**config.mk**
```make
export PLATFORM = sky130hd
export DESIGN_NAME = button_conditioner
export DESIGN_NICKNAME = d
export VERILOG_FILES = /design/src/rtl/button_conditioner.sv
export SDC_FILE = /design/constraint.sdc
export NUM_CORES = 1
export LEC_CHECK = 0
export BUFFER_PORTS_ARGS = -buffer_cell sky130_fd_sc_hd__buf_2
export CORE_UTILIZATION = 35
export CTS_CLUSTER_DIAMETER = 50
export DETAILED_ROUTE_END_ITERATION = 6
export HOLD_SLACK_MARGIN = 0.05
export SLEW_MARGIN = 20
export SYNTH_ARGS = -nofsm -noshare
export SYNTH_HDL_FRONTEND = slang
export SYNTH_SLANG_ARGS = --single-unit
```
**constraint.sdc**
```tcl
create_clock -name CLK -period 1.8 [get_ports CLK]
set_input_delay 0.09 -clock CLK [delete_from_list [all_inputs] [get_ports CLK]]
set_output_delay 0.09 -clock CLK [all_outputs]
set_load 0.005 [all_outputs]
```
**src/rtl/button_conditioner.sv**
```systemverilog
// Front end for the three-floor elevator controller: synchronises and
// debounces six raw push-buttons (three in-car, three hall), converts each
// accepted press into a single-cycle pulse, and keeps a per-floor request
// lamp lit until the car stands at that floor with the door open.
//
// Channel packing used throughout: bits [2:0] are the in-car buttons for
// floors 1..3, and bits [5:3] are the hall buttons for floors 1..3.
module button_conditioner #(
  parameter int DEBOUNCE_CYCLES = 20,
  parameter int CNT_W           = 8
) (
  input  logic       CLK,
  input  logic       RST,
  input  logic [3:1] rawInButtons,
  input  logic [3:1] rawOutButtons,
  input  logic [3:1] currentFloor,
  input  logic       doorState,
  output logic [3:1] inDoorButtons,
  output logic [3:1] outDoorButtons,
  output logic [3:1] requestLamps,
  output logic       anyPress
);

  // Counter value at which a persistent mismatch is accepted as a new level.
  localparam logic [CNT_W-1:0] CNT_LAST = CNT_W'(DEBOUNCE_CYCLES - 1);

  logic [5:0]       raw;
  logic [5:0]       s1;
  logic [5:0]       s2;
  logic [5:0]       stable;
  logic [5:0]       accept;
  logic [5:0]       pulse;
  logic [CNT_W-1:0] cnt [6];
  logic [2:0]       lamps;
  logic [2:0]       floor_hit;
  logic [2:0]       lamp_set;
  logic [2:0]       lamp_clr;

  assign raw = {rawOutButtons, rawInButtons};

  // Flag channels whose synchronised level has disagreed long enough to be taken.
  always_comb begin
    accept = '0;
    for (int i = 0; i < 6; i++) begin
      accept[i] = (s2[i] != stable[i]) && (cnt[i] == CNT_LAST);
    end
  end

  // Only an exact one-hot floor code can clear a lamp; anything else clears nothing.
  assign floor_hit = {currentFloor == 3'b100, currentFloor == 3'b010, currentFloor == 3'b001};
  assign lamp_clr  = {3{doorState}} & floor_hit;
  assign lamp_set  = pulse[2:0] | pulse[5:3];

  // Two-flop synchroniser for the asynchronous button inputs.
  always_ff @(posedge CLK or negedge RST) begin
    if (!RST) begin
      s1 <= '0;
      s2 <= '0;
    end else begin
      s1 <= raw;
      s2 <= s1;
    end
  end

  // Debounce: count consecutive mismatching cycles, any matching cycle restarts the count.
  always_ff @(posedge CLK or negedge RST) begin
    if (!RST) begin
      stable <= '0;
      for (int i = 0; i < 6; i++) begin
        cnt[i] <= '0;
      end
    end else begin
      for (int i = 0; i < 6; i++) begin
        if (s2[i] == stable[i]) begin
          cnt[i] <= '0;
        end else if (accept[i]) begin
          stable[i] <= s2[i];
          cnt[i]    <= '0;
        end else begin
          cnt[i] <= cnt[i] + CNT_W'(1);
        end
      end
    end
  end

  // Press pulse: high for the one cycle following an accepted 0->1 level; releases give nothing.
  always_ff @(posedge CLK or negedge RST) begin
    if (!RST) begin
      pulse <= '0;
    end else begin
      pulse <= accept & s2;
    end
  end

  // Request lamps: a press lights its floor, door open at that floor clears it, clear wins.
  always_ff @(posedge CLK or negedge RST) begin
    if (!RST) begin
      lamps <= '0;
    end else begin
      lamps <= (lamps | lamp_set) & ~lamp_clr;
    end
  end

  assign inDoorButtons  = pulse[2:0];
  assign outDoorButtons = pulse[5:3];
  assign requestLamps   = lamps;
  assign anyPress       = |pulse;

endmodule

```
# --- Yosys cells after proc, flatten, opt, wreduce, memory -nomap -nowiden ---
# Index checks and enable logic that the tools add are counted.
classes:
  mux: 12
  n_eq_ne: 21
  n_addsub: 6
  reduce_logical: 13
  bitwise_logic: 12
ops:
  columns: ["cell", "count"]
  rows:
  - ["$mux W8", 12]
  - ["$add A8 B1 Y8 const B", 6]
  - ["$eq A8 B5 Y1 const B", 6]
  - ["$reduce_and A2 Y1", 6]
  - ["$and A3 B3 Y3", 2]
  - ["$and A6 B6 Y6", 1]
  - ["$eq A1 B1 Y1", 6]
  - ["$logic_and A1 B1 Y1", 6]
  - ["$ne A1 B1 Y1", 6]
  - ["$not A1 Y1", 6]
  - ["$or A3 B3 Y3", 2]
  - ["$reduce_or A6 Y1", 1]
  - ["$eq A3 B1 Y1 const B", 1]
  - ["$eq A3 B2 Y1 const B", 1]
  - ["$eq A3 B3 Y1 const B", 1]
  - ["$not A3 Y3", 1]
word_totals:
  register_bits: 75
  out_inout_bits: 10
  word_cells: 80

# --- Depth between registers and ports, before layout ---
logic_depth:
  word_depth: 4
  ltp_mapped: 4
  mapped_depth_nobuf: 4

# --- Least setup slack after synthesis ---
# No wires, ideal clock.
synth_path:
  path_kind: "reg-to-reg"
  startpoint: "register cnt[16] in the netlist's numbering"
  endpoint: "register stable[3]"
  arrival_time_ns: 1.758
  path_buffers: 0
  period_less_slack_ns: 1.883
  path_slack_ns: -0.083
  path_stages_with_launch: 5
  path_cell_list: "dfrtp_1 ha_1 or4b_4 or4_4 mux2_4"
synth_via:
  elab_chain_cells: 3
synth_rtl:
  columns: ["element", "line_no", "rtl"]
  rows:
  - ["start, declared", "33", "logic [CNT_W-1:0] cnt [6];"]
  - ["start signal, assigned by index", "80", "cnt[i] <= cnt[i] + CNT_W'(1);"]
  - ["$eq A8 B5 Y1", "45", "accept[i] = (s2[i] != stable[i]) && (cnt[i] == CNT_LAST);"]
  - ["$logic_and A1 B1 Y1", "45", null]
  - ["$reduce_and A2 Y1 (no line)", null, null]
  - ["end signal, assigned by index", "77", "stable[i] <= s2[i];"]
  - ["end, declared", "30", "logic [5:0] stable;"]
# No other way between the ends.
# A chain may end at the register's enable or synchronous reset.

# --- Worst setup path after layout ---
# Same ends and word-level chain as after synthesis.

==> impl_metrics.yaml <==
critical_path:
  end_kind: "flip-flop"
  path_class: "reg -> reg"
  cp_cell_sequence: "ha_2, or4b_4, or4_4, mux2_4"
  worstReg2RegStart: "cnt[16]$_DFF_PN0_"
  timing.critical_path.buf_inv: 0
  crit_required_ns: 2.03
  cp_max_fo: 3
  ff2ff_setup_slack_ns: -0.07
  rr_worst_depth: 4
  max_stage_delay_ns: 0.46
  arrival_ns: 2.10
  start_kind: "flip-flop"
  crit_path_top_delay_cell: "or4b_4"
  rr_endpoint: "stable[3]$_DFFE_PN0P_"
  cpLargestDelayFamily: "simple AND/OR/NAND/NOR gates"
status:
  status: "finished with violations"
  violations: "setup timing"
clocking:
  cts_sinks: 75
  cts.htree.levels: 3
  path_clk_slew_ns: 0.08
  worstSkewPairLatency_ns: 0.35
  cts_tree: "done"
  cts-buffers-inserted: 9
  clockBufferDepth: 2
  cts-root-buf: "clkbuf_8"
die:
  core_sq_um: 9200
  initial_utilization_pct: 36.0
  die_w_microns: 99.3
  rows: 35
  ios: 22
  die_area_sq_um: 9860
  die_h_microns: 99.3
global_route:
  antenna_found_initial: 0
  grt_max_degree: 41
  first_global_vias: 2376
  grt_pass1_wl_microns: 10900
  grt_util_all_layers_pct: 14.1
  overflow: 0
timing:
  relSlewSlack_pct: 65.8
  rsz0062_at_grt: "yes"
  min_period_over_period_pct: 104
  finalMaxSlewViolations: 0
  min_period_ns: 1.87
  clock_skew_ns: 0.00952
  fmax_mhz: 535
  setup_viol: 2
  hold_viol: 0
  setup_ws_ns: -0.0704
  worst_slew_pin_slew_ns: 0.514
placement:
  dpl.cell_count: 448
  hpwl_microns: 4400
  gp_congestion: 0.816
  dp_slack_ns: -0.0745
  portBuffers: 21
synth:
  synth_edf_count: 0
  syn_area_sq_um: 3310
  netlist.area_leader.share_pct: 56.6
  yosys-top-cells-count: "dfrtp_1 (75), a21oi_1 (24), o21ai_0 (20)"
  synth_flop_cell: "dfrtp_1"
  synthesis.nets: 317
  ys_ff_latch: 75
  yosys_warnings: 0
  yosys.area.top_type: "dfrtp_1"
  ys_types: 40
  synth.area.top_cells: "dfrtp_1 (57%), ha_1 (4.2%), a21oi_1 (3.6%)"
  synth-async-reset-ratio_pct: 100
  synthCells: 294
  ys_seq_area_share_pct: 56.6
  yosysMostFrequentCell: "dfrtp_1"
  synth.avg_cell_area_sq_um: 11.3
final_layout:
  syn_to_final_growth_pct: 24.7
  n_antenna_cell: 0
  drive_above_1_share_pct: 23.0
  finish.utilization_pct: 44.9
  finalNonFillerCells: 480
  final_net_count: 387
run:
  maxCapViolCount: 0
routing:
  dr.pass1.iters: 4
  vias: 2423
  drc: 0
  via_per_inst: 5.05
  top_layer_used: "met4"
  wl_per_cell_microns: 13.1
  met3_length_microns: 250
  drt-total-wl_microns: 6280
  drtIter0Drc: 74
  dr_wl_met2_microns: 2900
  antenna_left: 0
  wl_met1_microns: 3000
pwr:
  ir_drop_uv: 583
  power.density_nw_per_um2: 804
  p_leak_nw: 1.87
min_path:
  holdPathStages: 3
  hold_class: "in -> reg"
  hold_path_end: "requestLamps[2]$_DFF_PN0_"
  holdCritStartpoint: "currentFloor[1]"
## where the power goes
group | switching (W) | internal [W] | total [W]
Clock | 0.000632 | 0.000678 | 0.00131
Sequential | 0.0000441 | 0.00173 | 0.00178
Combinational | 0.000115 | 0.000123 | 0.000238
## how the worst max path moves through the flow
stage,from,to,slack (ns),cells past startpoint
2_1_floorplan,cnt[16]$_DFF_PN0_,stable[3]$_DFFE_PN0P_,-0.08,4
3_3_place_gp,cnt[16]$_DFF_PN0_,stable[3]$_DFFE_PN0P_,-0.03,4
3_5_place_dp,cnt[16]$_DFF_PN0_,stable[3]$_DFFE_PN0P_,-0.07,4
4_1_cts,cnt[16]$_DFF_PN0_,stable[3]$_DFFE_PN0P_,-0.08,4
5_1_grt,cnt[16]$_DFF_PN0_,stable[3]$_DFFE_PN0P_,-0.11,4
6_report,cnt[16]$_DFF_PN0_,stable[3]$_DFFE_PN0P_,-0.07,4
## stage by stage
stage	hold slack [ns]	total power, W	TNS, ns	area [sq um]
finish	0.122	0.00332	-0.140	4130
global route	0.142	0.00349	-0.241	4130
CTS	0.110	0.00337	-0.117	4090
detailed placement	0.109	0.00202	-0.130	3740
global placement	0.106	0.00201	-0.0340	3740
floorplan	-0.206	0.00189	-0.166	3310
## logic make-up after synthesis
kind of cell    count (synthesis)  synth area share (%)
fa+ha+maj                      11                  4.15
mux                             6                  2.27
flops                          75                  56.6
simple gates                  110                  19.6
compound gates                 60                  10.4
buf+inv                        10                  1.13
xor+xnor                       22                  5.82
## state kept, by name, summed over array words and instances, names as in the netlist
name and count:
s2 6, s1 6, stable 6, cnt 48, requestLamps 3, pulse 6
## worst min-delay path: cells and delay by family
family                 cells  cell delay [ns]
AOI/OAI and AO/OA          1             0.16
buffers and inverters      1             0.11
and+or+nand+nor            1             0.06
## cells in the final DEF (no fill, tap or decap), types with 3 or more instances in the layout
cell | Yosys | final
a21oi_1 | 24 | 24
a31oi_1 | 3 | 3
and3_1 | 3 | 3
buf_2 | 0 | 20
buf_4 | 0 | 27
clkbuf_8 | 0 | 10
dfrtp_1 | 75 | 75
dlygate4sd3_1 | 0 | 12
ha_1 | 11 | 9
inv_1 | 9 | 9
mux2_2 | 4 | 4
nand2_1 | 9 | 9
nand2b_1 | 9 | 9
nand3_1 | 16 | 16
nand4_1 | 6 | 6
nor2_1 | 18 | 18
nor2b_1 | 3 | 3
nor3_1 | 4 | 3
nor3b_1 | 6 | 5
o21ai_0 | 20 | 20
o31ai_1 | 3 | 3
or3_1 | 18 | 17
or4_1 | 3 | 3
or4b_4 | 2 | 3
xnor2_1 | 11 | 11
xor2_1 | 11 | 11
## repair_timing
item,4_1_cts,5_1_grt
buffers inserted,2,2
pin swaps,1,1
endpoints found under the hold margin,48,0
setup endpoints to repair,4,10
hold buffers,12,0
gates resized for setup,3,6
gates cloned,0,0
## routing by layer
layer,vias up,GRT usage [%]
li1,1196,-
met1,1180,17.9
met2,34,22.1
met3,13,5.20
met4,0,4.98
met5,-,0
## cell type report
cell class | instances | area (sq um)
Fill cell | 896 | 5060
Sequential cell | 75 | 1880
Multi-Input combinational cell | 209 | 1440
Timing Repair Buffer | 60 | 443
Tap cell | 111 | 139
Clock buffer | 10 | 138
Clock inverter | 6 | 65.1
Inverter | 9 | 33.8
Power figures use the tool's default switching activity.
